--- config.mk ---
export PLATFORM = sky130hd
export DESIGN_NAME = tas_serial_tx
export DESIGN_NICKNAME = d
export VERILOG_FILES = /design/src/rtl/tas_pkg.sv /design/src/rtl/tas_avg_calc.sv /design/src/rtl/tas_serial_tx.sv
export SDC_FILE = /design/constraint.sdc
export NUM_CORES = 1
export LEC_CHECK = 0
export CAP_MARGIN = 20
export CORE_MARGIN = 3
export CORE_UTILIZATION = 52
export CTS_BUF_LIST = sky130_fd_sc_hd__clkbuf_4
export CTS_CLUSTER_DIAMETER = 150
export DETAILED_ROUTE_END_ITERATION = 12
export PLACE_DENSITY = 0.76
export SLEW_MARGIN = 20
export SYNTH_ARGS = -nofsm -noshare
export SYNTH_HDL_FRONTEND = slang
export SYNTH_SLANG_ARGS = --single-unit
--- constraint.sdc ---
create_clock -name clk_50 -period 1.8 [get_ports clk_50]
set_input_delay 0.36 -clock clk_50 [delete_from_list [all_inputs] [get_ports clk_50]]
set_output_delay 0.36 -clock clk_50 [all_outputs]
set_load 0.01 [all_outputs]
--- src/rtl/tas_pkg.sv ---
// Shared types and constants for the temperature-averaging serial link.
package tas_pkg;

    typedef enum logic [1:0] {
        IDLE  = 2'd0,
        SHIFT = 2'd1,
        GAP   = 2'd2,
        DONE  = 2'd3
    } tx_state_t;

    localparam logic [7:0] HDR_A         = 8'hA5;
    localparam logic [7:0] HDR_B         = 8'hC3;
    localparam int         BYTES_PER_PKT = 5;
    localparam int         TEMPS_PER_PKT = 4;

    // A packet is only meaningful to the receiver with one of the two known headers.
    function automatic logic hdr_is_valid(input logic [7:0] hdr);
        return (hdr == HDR_A) || (hdr == HDR_B);
    endfunction

endpackage

--- src/rtl/tas_avg_calc.sv ---
// Combinational golden-value calculator: average of four temperature bytes
// and header validity. The parent registers both on start acceptance.
module tas_avg_calc
    import tas_pkg::*;
(
    input  logic [7:0]  header,
    input  logic [31:0] temp_data,
    output logic        hdr_valid,
    output logic [7:0]  avg
);

    logic [9:0] sum_s;

    // Ten bits hold 4*255 without overflow; dropping the two LSBs divides by four.
    always_comb begin
        sum_s     = {2'b00, temp_data[7:0]}   + {2'b00, temp_data[15:8]}
                  + {2'b00, temp_data[23:16]} + {2'b00, temp_data[31:24]};
        avg       = sum_s[9:2];
        hdr_valid = hdr_is_valid(header);
    end

endmodule

--- src/rtl/tas_serial_tx.sv ---
// Serial packet transmitter: five bytes (header then four temperatures),
// LSB first, framed by data_ena with idle gaps between bytes. Also reports
// the average the receiver is expected to compute.
module tas_serial_tx
    import tas_pkg::*;
#(
    parameter int BIT_CYCLES = 1,
    parameter int GAP_CYCLES = 4,
    parameter int NUM_BYTES  = 5
) (
    input  logic        clk_50,
    input  logic        reset_n,
    input  logic        start,
    input  logic [7:0]  header,
    input  logic [31:0] temp_data,
    output logic        serial_data,
    output logic        data_ena,
    output logic        busy,
    output logic        done,
    output logic        hdr_valid,
    output logic [7:0]  avg_expected
);

    localparam logic [7:0] BIT_RELOAD = 8'(BIT_CYCLES - 1);
    localparam logic [7:0] GAP_RELOAD = 8'(GAP_CYCLES - 1);
    localparam logic [2:0] LAST_BYTE  = 3'(NUM_BYTES - 1);

    tx_state_t   state_q,  state_d;
    logic [39:0] sr_q,     sr_d;
    logic [2:0]  bit_cnt_q, bit_cnt_d;
    logic [2:0]  byte_cnt_q, byte_cnt_d;
    logic [7:0]  cyc_cnt_q, cyc_cnt_d;
    logic        serial_q, serial_d;
    logic        ena_q,    ena_d;
    logic        busy_q,   busy_d;
    logic        done_q,   done_d;
    logic        hv_q,     hv_d;
    logic [7:0]  avg_q,    avg_d;

    logic        calc_hv_s;
    logic [7:0]  calc_avg_s;

    tas_avg_calc u_avg_calc (
        .header    (header),
        .temp_data (temp_data),
        .hdr_valid (calc_hv_s),
        .avg       (calc_avg_s)
    );

    // Next-state logic; cyc_cnt is a down-counter reloaded on every state change.
    always_comb begin
        state_d    = state_q;
        sr_d       = sr_q;
        bit_cnt_d  = bit_cnt_q;
        byte_cnt_d = byte_cnt_q;
        cyc_cnt_d  = cyc_cnt_q;
        serial_d   = serial_q;
        ena_d      = ena_q;
        busy_d     = busy_q;
        done_d     = 1'b0;
        hv_d       = hv_q;
        avg_d      = avg_q;

        case (state_q)
            IDLE: begin
                if (start) begin
                    sr_d       = {temp_data, header};
                    serial_d   = header[0];
                    ena_d      = 1'b1;
                    busy_d     = 1'b1;
                    hv_d       = calc_hv_s;
                    avg_d      = calc_avg_s;
                    bit_cnt_d  = 3'd0;
                    byte_cnt_d = 3'd0;
                    cyc_cnt_d  = BIT_RELOAD;
                    state_d    = SHIFT;
                end else begin
                    serial_d = 1'b0;
                    ena_d    = 1'b0;
                end
            end
            SHIFT: begin
                if (cyc_cnt_q != 8'd0) begin
                    cyc_cnt_d = cyc_cnt_q - 8'd1;
                end else begin
                    // Shift on every bit, including the last, so the next byte's bit0 lands in sr[0].
                    sr_d      = {1'b0, sr_q[39:1]};
                    bit_cnt_d = bit_cnt_q + 3'd1;
                    if (bit_cnt_q == 3'd7) begin
                        ena_d    = 1'b0;
                        serial_d = 1'b0;
                        if (byte_cnt_q == LAST_BYTE) begin
                            cyc_cnt_d = 8'd0;
                            state_d   = DONE;
                        end else begin
                            byte_cnt_d = byte_cnt_q + 3'd1;
                            cyc_cnt_d  = GAP_RELOAD;
                            state_d    = GAP;
                        end
                    end else begin
                        serial_d  = sr_q[1];
                        cyc_cnt_d = BIT_RELOAD;
                    end
                end
            end
            GAP: begin
                if (cyc_cnt_q != 8'd0) begin
                    cyc_cnt_d = cyc_cnt_q - 8'd1;
                end else begin
                    serial_d  = sr_q[0];
                    ena_d     = 1'b1;
                    cyc_cnt_d = BIT_RELOAD;
                    state_d   = SHIFT;
                end
            end
            DONE: begin
                // start is not looked at here, so a request in this cycle is dropped.
                done_d     = 1'b1;
                busy_d     = 1'b0;
                sr_d       = 40'd0;
                bit_cnt_d  = 3'd0;
                byte_cnt_d = 3'd0;
                cyc_cnt_d  = 8'd0;
                state_d    = IDLE;
            end
            default: begin
                serial_d   = 1'b0;
                ena_d      = 1'b0;
                busy_d     = 1'b0;
                sr_d       = 40'd0;
                bit_cnt_d  = 3'd0;
                byte_cnt_d = 3'd0;
                cyc_cnt_d  = 8'd0;
                state_d    = IDLE;
            end
        endcase
    end

    // State, datapath and output registers; reset clears everything immediately.
    always_ff @(posedge clk_50 or negedge reset_n) begin
        if (!reset_n) begin
            state_q    <= IDLE;
            sr_q       <= 40'd0;
            bit_cnt_q  <= 3'd0;
            byte_cnt_q <= 3'd0;
            cyc_cnt_q  <= 8'd0;
            serial_q   <= 1'b0;
            ena_q      <= 1'b0;
            busy_q     <= 1'b0;
            done_q     <= 1'b0;
            hv_q       <= 1'b0;
            avg_q      <= 8'd0;
        end else begin
            state_q    <= state_d;
            sr_q       <= sr_d;
            bit_cnt_q  <= bit_cnt_d;
            byte_cnt_q <= byte_cnt_d;
            cyc_cnt_q  <= cyc_cnt_d;
            serial_q   <= serial_d;
            ena_q      <= ena_d;
            busy_q     <= busy_d;
            done_q     <= done_d;
            hv_q       <= hv_d;
            avg_q      <= avg_d;
        end
    end

    assign serial_data  = serial_q;
    assign data_ena     = ena_q;
    assign busy         = busy_q;
    assign done         = done_q;
    assign hdr_valid    = hv_q;
    assign avg_expected = avg_q;

endmodule

==> results of run 1 <==
[timing repair]
action                                 4_1_cts
gates resized for setup                    189
gates cloned                                 9
setup buffers                               16
pin swaps                                   75
setup endpoints to repair                   63
hold buffers                                 1
endpoints found under the hold margin       16
[metrics by stage]
step | TNS (ns) | std cells | worst slack [ns] | utilization [%]
after floorplan | -8.97 | 450 | -1.06 | -
after global placement | -20.38 | 675 | -1.74 | 74.8
after detailed placement | -22.03 | 675 | -1.83 | 74.8
after CTS | -22.25 | 716 | -0.839 | 88.9
[cells by family after synthesis]
logic type / share of synthesized area (%)
mux: 0.766
compound gates: 18.3
fa+ha+maj: 12.4
xor+xnor: 3.65
flops: 42.3
buf+inv: 6.22
simple gates: 16.4
[Yosys cell counts (2+ instances only)]
cell / count / area share [%]
sky130_fd_sc_hd__dfrtp_1: 69 / 42
sky130_fd_sc_hd__or3_1: 3 / 0.46
sky130_fd_sc_hd__a221oi_1: 31 / 6.6
sky130_fd_sc_hd__nor4bb_1: 2 / 0.49
sky130_fd_sc_hd__xnor2_1: 9 / 1.9
sky130_fd_sc_hd__nand2_1: 35 / 3.2
sky130_fd_sc_hd__xor2_1: 8 / 1.7
sky130_fd_sc_hd__inv_1: 39 / 3.6
sky130_fd_sc_hd__a31oi_1: 5 / 0.77
sky130_fd_sc_hd__ha_1: 26 / 8.0
sky130_fd_sc_hd__a211oi_1: 3 / 0.55
sky130_fd_sc_hd__nor2_1: 83 / 7.6
sky130_fd_sc_hd__nand2b_1: 2 / 0.31
sky130_fd_sc_hd__a21oi_1: 21 / 2.6
sky130_fd_sc_hd__mux2i_1: 2 / 0.49
sky130_fd_sc_hd__fa_1: 9 / 4.4
sky130_fd_sc_hd__buf_6: 3 / 0.83
sky130_fd_sc_hd__nor2b_1: 2 / 0.31
sky130_fd_sc_hd__o31ai_1: 6 / 1.1
sky130_fd_sc_hd__nor3_1: 14 / 1.7
sky130_fd_sc_hd__o21ai_0: 27 / 3.3
sky130_fd_sc_hd__nor4_1: 2 / 0.31
sky130_fd_sc_hd__clkbuf_1: 16 / 1.5
sky130_fd_sc_hd__buf_2: 2 / 0.25
sky130_fd_sc_hd__o22ai_1: 2 / 0.31
sky130_fd_sc_hd__nand3_1: 6 / 0.74
==> out/qor.log, run 1 <==
INFO  outcome        run_status=aborted with a tool error
INFO  outcome        stop_stage=global routing (5_1_grt)
INFO  outcome        error_message=[ERROR DPL-0033] detailed placement checks failed during check placement.
INFO  cts            cts-htree-levels=3
INFO  grt            grt_max_degree=33
INFO  floorplan      placementRows=31
INFO  floorplan      die-height=94.6um
INFO  logic_synthesis yosys_warnings=0
INFO  sta            worst_endpoint_left_by_the_global_route_repair_timing_run=avg_expected[6]$_DFFE_PN0P_/D
INFO  logic_synthesis ys_types=49
INFO  logic_synthesis synth.net_count=528
INFO  logic_synthesis synth-edff-count=0
INFO  logic_synthesis synth_area_per_cell=9.08um2
INFO  place          place_congestion=0.903
INFO  logic_synthesis post_synth_inst_count=450
INFO  cts            tritoncts_buffers=9
INFO  cts            clock_tree_root_driver_cell=sky130_fd_sc_hd__clkbuf_4
INFO  grt            grt_antenna_before_repair=0
INFO  logic_synthesis synth_sequential_area_ratio=42.3%
INFO  cts            clkSinkCount=69
INFO  sta            worstEpCategory=register data pin
INFO  place          placed_standard_cell_area=5570um2
INFO  logic_synthesis synthArstFlopShare=100%
INFO  place          port_buffers=55
INFO  logic_synthesis synth-seq-cells=69
INFO  floorplan      io-pin-count=56
INFO  logic_synthesis synth_area=4080um2
INFO  place          dp_hpwl=8.38mm
INFO  logic_synthesis synthFlopType=sky130_fd_sc_hd__dfrtp_1
INFO  floorplan      die_w=94.6um
INFO  floorplan      initial_utilization=54.8%
INFO  cts            clock_path_buffers=2
==> run 2, diff against run 1 <==
Settings changed: CORE_UTILIZATION 52 to 40, CTS_BUF_LIST sky130_fd_sc_hd__clkbuf_4 to not set, CTS_CLUSTER_DIAMETER 150 to not set, PLACE_DENSITY 0.76 to not set, PLACE_DENSITY_LB_ADDON set to 0.15.
Clock period 1.8 ns to 2.3 ns, I/O delays scaled along.
==> run 2 against run 1 <==
Effect of this change: the flow now finishes, with violations (negative setup slack); synthesized cell count stayed put; synthesized area is the same.
==> out/qor.log, run 2 <==
INFO  cts            clk_latency=0.35ns
INFO  sta            final-max-slew-violation-count=0
INFO  logic_synthesis post_synth_inst_count=450
INFO  logic_synthesis share_of_the_synthesized_area_in_the_top_cell_type=42.3%
INFO  sta            final_hold_viol_count=0
INFO  floorplan      core=9860um2
INFO  place          port_buffers=55
INFO  worst_setup_path crit_arrival=3.04ns
INFO  layout         final_layout_size_suffix_gt1_share=26.0%
INFO  floorplan      die-height=107um
INFO  layout         layout-area-overhead-vs-synth=41.0%
INFO  place          place_congestion=0.877
INFO  grt            grt_pass1_wl=17.7mm
INFO  power_and_ir_drop max-vdd-ir-drop=0.326mV
INFO  worst_setup_path crit_path_start_kind=primary input
INFO  worst_setup_path worstPathCellList=buf_8, ha_4, inv_2, fa_2, nor2b_2, o21ai_2, a21oi_2, a211oi_2, xor2_1, fa_1, inv_2, ha_4, nand2_4, o21a_1, o31ai_4, xnor2_1, o21ai_1
INFO  cts            cts_tree=done
INFO  sta            slew_headroom=61.2%
INFO  cts            clock_path_buffers=2
INFO  logic_synthesis synthFlopType=sky130_fd_sc_hd__dfrtp_1
INFO  layout         layoutNonFillerInstCount=698
INFO  worst_setup_path critical_path_required=2.52ns
INFO  worst_setup_path r2r_cells=8
INFO  layout         max_flop_register=sr_q
INFO  logic_synthesis cell_taking_the_most_area_after_synthesis=sky130_fd_sc_hd__dfrtp_1
INFO  worst_setup_path ff_to_ff_start=cyc_cnt_q[0]$_DFFE_PN0N_
INFO  floorplan      die_w=107um
INFO  detailed_routing detailedRoute.firstPassIterationCount=4
INFO  logic_synthesis ys_types=49
INFO  logic_synthesis yosys_warnings=0
INFO  worst_setup_path rr_endpoint=byte_cnt_q[1]$_DFFE_PN0P_
INFO  logic_synthesis synth.net_count=528
INFO  logic_synthesis synth-edff-count=0
INFO  layout         layout.cells.most_common=sky130_fd_sc_hd__nor2_1
INFO  layout         antennaDiodeCount=0
INFO  outcome        violations=negative setup slack
INFO  sta            whs=0.106ns
INFO  grt            globalRoute.totalOverflow=0
INFO  logic_synthesis synth.cells.most_frequent=83 x sky130_fd_sc_hd__nor2_1, 69 x sky130_fd_sc_hd__dfrtp_1, 39 x sky130_fd_sc_hd__inv_1
INFO  floorplan      placementRows=36
INFO  worst_setup_path slowest_stage=sky130_fd_sc_hd__fa_1
INFO  detailed_routing final_antenna_net_count=0
INFO  sta            finalSetupViolations=8
INFO  worst_setup_path peak_per_stage_delay_on_the_critical_path=0.51ns
INFO  logic_synthesis synth_area_per_cell=9.08um2
INFO  grt            grt_antenna_before_repair=0
INFO  worst_setup_path timing.critical_path.max_delay_family=adder cells
INFO  sta            clock-skew-final=0.0113ns
INFO  worst_setup_path timing.setup.critical_path_class=primary input to register
INFO  sta            setup_total_negative_slack=-3.10ns
INFO  logic_synthesis synthArstFlopShare=100%
INFO  worst_setup_path worst-path-max-fanout=3
INFO  worst_setup_path setup.reg_to_reg.worst_slack=0.13ns
INFO  cts            cts-htree-levels=3
INFO  cts            clock_tree_root_driver_cell=sky130_fd_sc_hd__clkbuf_8
INFO  sta            fin_crit=2.82ns
INFO  layout         layout.nets=638
INFO  grt            grtUsageTotal=19.5%
INFO  logic_synthesis synth.area.top_cells=sky130_fd_sc_hd__dfrtp_1 42%, sky130_fd_sc_hd__ha_1 8.0%, sky130_fd_sc_hd__nor2_1 7.6%
INFO  detailed_routing wl_per_cell=15.5um
INFO  cts            number_of_hold_buffers_added_after_cts=0
INFO  detailed_routing drt_iter0_drc=158
INFO  place          place.detailed.instances=677
INFO  detailed_routing drc=0
INFO  detailed_routing num_vias=3631
INFO  floorplan      initial_utilization=41.4%
INFO  sta            rsz0062_at_grt=true
INFO  run            max_cap_violations=0
INFO  sta            layout_worst_path_cycle_share=123%
INFO  logic_synthesis synth_area=4080um2
INFO  logic_synthesis synth_sequential_area_ratio=42.3%
INFO  place          dp_hpwl=7.80mm
INFO  logic_synthesis synth-seq-cells=69
INFO  grt            number_of_global_route_vias_before_repair=3663
INFO  cts            clk_transition_reported_paths=0.08ns
INFO  detailed_routing routed_via_density=5.20
INFO  sta            worstMarginPinSlew=0.583ns
INFO  power_and_ir_drop powerDensity=564nW/um2
INFO  min_path       path_class_of_the_lowest_slack_min_delay_path=primary input to async pin
INFO  cts            tritoncts_buffers=9
INFO  worst_setup_path critPathCaptureType=register
INFO  floorplan      io-pin-count=56
INFO  worst_setup_path timing.critical_path.buf_inv=3
INFO  power_and_ir_drop p_leak=2.78nW
INFO  sta            timing.final.ws_setup=-0.522ns
INFO  logic_synthesis synthMostInstantiatedCell=sky130_fd_sc_hd__nor2_1
INFO  layout         largest_reg_flops=40
INFO  cts            clkSinkCount=69
INFO  grt            grt_max_degree=30
INFO  layout         layout_common_cells=82 x sky130_fd_sc_hd__nor2_1, 69 x sky130_fd_sc_hd__dfrtp_1, 62 x sky130_fd_sc_hd__buf_4, 40 x sky130_fd_sc_hd__clkdlybuf4s50_1
INFO  floorplan      design.die.area=11500um2
INFO  power_and_ir_drop report.power.total=3.25mW
INFO  sta            max_clock_freq=0.354GHz
INFO  detailed_routing finalWirelength=10.8mm
INFO  outcome        run_status=finished, violations left
[run 2: cell counts after synthesis]
No cell type changed its count.
[run 2: worst register-to-register path, cell delays in order (launching register included)]
cell,delay (ns)
sky130_fd_sc_hd__dfrtp_1,0.41
sky130_fd_sc_hd__inv_1,0.11
sky130_fd_sc_hd__ha_1,0.14
sky130_fd_sc_hd__or4b_4,0.47
sky130_fd_sc_hd__or2_4,0.28
sky130_fd_sc_hd__a21boi_4,0.27
sky130_fd_sc_hd__buf_12,0.19
sky130_fd_sc_hd__a31oi_1,0.09
sky130_fd_sc_hd__o22ai_1,0.14
[run 2: layout make-up]
class,instances,area (um2)
fillers,815,4110
clock buffers,11,151
inverters,39,146
repair buffers,121,1100
clock inverters,5,35.0
multi-input cells,320,2430
flip-flops and latches,69,1730
well taps,133,166
[run 2: through the flow]
step | instance area, um2 | utilization [%] | setup slack (ns)
2_1_floorplan | 4120 | - | -0.656
3_3_place_gp | 5220 | 52.9 | -1.35
3_5_place_dp | 5220 | 52.9 | -1.40
4_1_cts | 5590 | 56.7 | -0.532
5_1_grt | 5760 | 58.4 | -0.620
6_report | 5760 | 58.4 | -0.522
[run 2: kinds of logic after synthesis]
group                    synth area share [%]
XOR/XNOR                                 3.65
multiplexers                            0.766
buffers and inverters                    6.22
flip-flops                               42.3
AO/OA/AOI/OAI                            18.3
AND/OR/NAND/NOR                          16.4
adder cells (fa/ha/maj)                  12.4
[run 2: worst max-delay path by stage]
stage | start | end | slack [ns] | cells after the start
global route | temp_data[8] | avg_expected[4]$_DFFE_PN0P_ | -0.62 | 14
CTS | temp_data[8] | avg_expected[6]$_DFFE_PN0P_ | -0.53 | 17
global placement | temp_data[0] | avg_expected[6]$_DFFE_PN0P_ | -1.35 | 17
finish | temp_data[8] | avg_expected[6]$_DFFE_PN0P_ | -0.52 | 17
floorplan | temp_data[0] | avg_expected[6]$_DFFE_PN0P_ | -0.66 | 16
detailed placement | temp_data[0] | avg_expected[6]$_DFFE_PN0P_ | -1.40 | 17
[run 2: power by group]
part           switching, mW  internal, mW  leakage [nW]
Clock                  0.491         0.450        0.0953
Sequential                 0          1.21         0.926
Combinational          0.516         0.577          1.76
Total                   1.01          2.24          2.78
[run 2: timing repair]
item | in CTS | in global routing
pin swaps | 33 | 31
setup endpoints to repair | 8 | 10
cloned | 0 | 1
setup buffers | 4 | 1
gates resized for setup | 84 | 30
[run 2: layer usage]
metal / vias up / share of wire (%) / track usage [%]
li1: 1788 / - / -
met1: 1736 / 46 / 26.1
met2: 92 / 48 / 31.7
met3: 15 / 4.4 / 2.65
met4: 0 / 1.7 / 8.13
met5: - / 0 / 0
Power figures use the tool's default switching activity.
==> run 3, diff against run 2 <==
Settings changed: GPL_ROUTABILITY_DRIVEN set to 0, PLACE_DENSITY set to 0.66, PLACE_DENSITY_LB_ADDON 0.15 to not set.
==> run 3 against run 2 <==
Effect of this change: the run still ends with negative setup slack left; via count grew 2.9%; maximum frequency shrank 3.3%; clock skew grew 0.0011 ns; die area is the same; sequential share of layout area shrank 0.19 points; final cell count shrank 1.0%; hold slack lost 0.026 ns; first-iteration DRC count grew 29%; final area grew 0.63%; power grew 6.7%; utilization grew 0.37 points; critical path type unchanged; critical endpoint unchanged.
==> out/qor.log, run 3 (synthesis gave the netlist of run 2 again) <==
INFO  detailed_routing num_vias=3738
INFO  sta            final-max-slew-violation-count=0
INFO  worst_setup_path critPathCaptureType=register
INFO  layout         layoutNonFillerInstCount=691
INFO  sta            clock-skew-final=0.0124ns
INFO  detailed_routing detailedRoute.firstPassIterationCount=4
INFO  sta            fin_crit=2.92ns
INFO  grt            number_of_global_route_vias_before_repair=3754
INFO  layout         max_flop_register=sr_q
INFO  grt            grt_pass1_wl=18.2mm
INFO  sta            final_hold_viol_count=0
INFO  cts            clk_transition_reported_paths=0.08ns
INFO  place          place.detailed.instances=666
INFO  worst_setup_path crit_arrival=3.15ns
INFO  floorplan      io-pin-count=56
INFO  worst_setup_path peak_per_stage_delay_on_the_critical_path=0.52ns
INFO  layout         largest_reg_flops=40
INFO  cts            tritoncts_buffers=9
INFO  floorplan      initial_utilization=41.4%
INFO  layout         layout.cells.most_common=sky130_fd_sc_hd__nor2_1
INFO  detailed_routing wl_per_cell=16.4um
INFO  detailed_routing finalWirelength=11.4mm
INFO  grt            grtUsageTotal=19.9%
INFO  floorplan      design.die.area=11500um2
INFO  place          port_buffers=55
INFO  outcome        violations=negative setup slack
INFO  power_and_ir_drop max-vdd-ir-drop=0.373mV
INFO  layout         layout_common_cells=80 x sky130_fd_sc_hd__nor2_1, 69 x sky130_fd_sc_hd__dfrtp_1, 51 x sky130_fd_sc_hd__buf_4, 42 x sky130_fd_sc_hd__clkdlybuf4s50_1, 34 x sky130_fd_sc_hd__nand2_1
INFO  grt            globalRoute.totalOverflow=0
INFO  outcome        run_status=finished, violations left
INFO  grt            grt_max_degree=70
INFO  sta            slew_headroom=60.2%
INFO  power_and_ir_drop combinational_cell_fraction_of_total_power=31.7%
INFO  detailed_routing drt_iter0_drc=204
INFO  worst_setup_path worst-path-max-fanout=5
INFO  layout         final_layout_size_suffix_gt1_share=25.1%
INFO  power_and_ir_drop power.internal=2.46mW
INFO  sta            finalSetupViolations=8
INFO  power_and_ir_drop relative_contribution_of_sequential_cells_to_total_power=35.0%
INFO  worst_setup_path crit_path_start_kind=primary input
INFO  run            max_cap_violations=0
INFO  sta            layout_worst_path_cycle_share=127%
INFO  worst_setup_path critical_path_required=2.53ns
INFO  floorplan      die_w=107um
INFO  min_path       path_class_of_the_lowest_slack_min_delay_path=primary input to async pin
INFO  sta            timing.final.ws_setup=-0.619ns
INFO  power_and_ir_drop powerDensity=598nW/um2
INFO  floorplan      placementRows=36
INFO  cts            cts_tree=done
INFO  worst_setup_path timing.setup.critical_path_class=primary input to register
INFO  layout         num-fill-cells=836
INFO  layout         antennaDiodeCount=0
INFO  place          dpl_worst_slack=-1.39ns
INFO  power_and_ir_drop pwr-share-clk=33.4%
INFO  cts            clk_latency=0.36ns
INFO  detailed_routing final_antenna_net_count=0
INFO  floorplan      core=9860um2
INFO  place          dp_hpwl=7.58mm
INFO  worst_setup_path worstPathCellList=buf_8, ha_4, nand3_2, o211ai_1, buf_4, buf_4, nor2_2, xor2_2, fa_1, inv_2, ha_4, a21oi_4, o21a_1, o31ai_2, xnor2_1, o21ai_1
INFO  cts            clkSinkCount=69
INFO  cts            clock_tree_root_driver_cell=sky130_fd_sc_hd__clkbuf_8
INFO  grt            grt_antenna_before_repair=1
INFO  cts            cts-htree-levels=3
INFO  floorplan      die-height=107um
INFO  layout         final_util=58.7%
INFO  worst_setup_path slowest_stage=sky130_fd_sc_hd__fa_1
INFO  sta            worstMarginPinSlew=0.596ns
INFO  layout         layout.nets=631
INFO  layout         layout-area-overhead-vs-synth=41.9%
INFO  cts            clock_path_buffers=2
INFO  power_and_ir_drop p_sw=1.00mW
INFO  detailed_routing drc=0
INFO  sta            max_clock_freq=0.343GHz
INFO  power_and_ir_drop p_sw_share=28.9%
INFO  detailed_routing routed_via_density=5.41
INFO  power_and_ir_drop p_leak=2.78nW
INFO  sta            rsz0062_at_grt=true
run 3: power groups by stage:
stage	sequential, mW	clock (mW)	combinational, mW
final	1.21	1.16	1.10
after CTS	1.21	1.16	0.998
after global routing	1.21	1.21	1.18
after floorplan	1.24	0	0.427
after detailed placement	1.24	0	0.799
after global placement	1.24	0	0.771
run 3: path summary, 6_finish.rpt:
check	start	to	slack, ns	depth (start not counted)
max	temp_data[12]	avg_expected[6]$_DFFE_PN0P_	-0.62	16
max reg2reg	cyc_cnt_q[0]$_DFFE_PN0N_	sr_q[13]$_DFFE_PN0P_	0.15	9
max in group asynchronous	reset_n	sr_q[37]$_DFFE_PN0P_	1.84	2
min in group clk_50	temp_data[0]	sr_q[8]$_DFFE_PN0P_	0.37	3
min reg2reg	bit_cnt_q[2]$_DFFE_PN0P_	bit_cnt_q[2]$_DFFE_PN0P_	0.47	2
min	reset_n	avg_expected[2]$_DFFE_PN0P_	0.08	2
run 3: area by class of cell:
class	instances	area (um2)	area share [%]
Clock buffer	12	155	2.68
Timing Repair Buffer	114	1090	18.9
Clock inverter	4	70.1	1.21
Inverter	39	146	2.53
Sequential cell	69	1730	29.8
Tap cell	133	166	2.87
Multi-Input combinational cell	320	2440	42.1
run 3: what timing repair did:
action / 4_1_cts / 5_1_grt
resized for setup: 86 / 29
hold buffers: 0 / 0
cloned: 0 / 1
pin swaps: 27 / 19
setup buffers: 8 / 1
setup endpoints to repair: 8 / 11
run 3: through the flow:
step           setup TNS (ns)  area, um2  total power, mW  hold WS (ns)
5_1_grt                 -3.94       5790             3.60         0.143
6_report                -3.23       5790             3.47        0.0797
3_3_place_gp            -9.39       5160             2.01         0.456
4_1_cts                 -3.15       5650             3.37         0.138
3_5_place_dp            -9.78       5160             2.04         0.467
2_1_floorplan           -3.05       4120             1.66         0.164
run 3: routing by layer:
layer	vias up	part of all wire (%)	GRT usage [%]
li1	1768	-	-
met1	1834	45	26.1
met2	108	47	32.2
met3	26	5.2	4.94
met4	2	2.3	6.67
met5	-	0.11	0
run 3: worst max-delay path, delay by kind of cell:
family	cells	cell delay [ns]
simple gates	2	0.12
xor+xnor	2	0.35
compound gates	5	0.73
buf+inv	4	0.42
fa+ha+maj	3	1.07
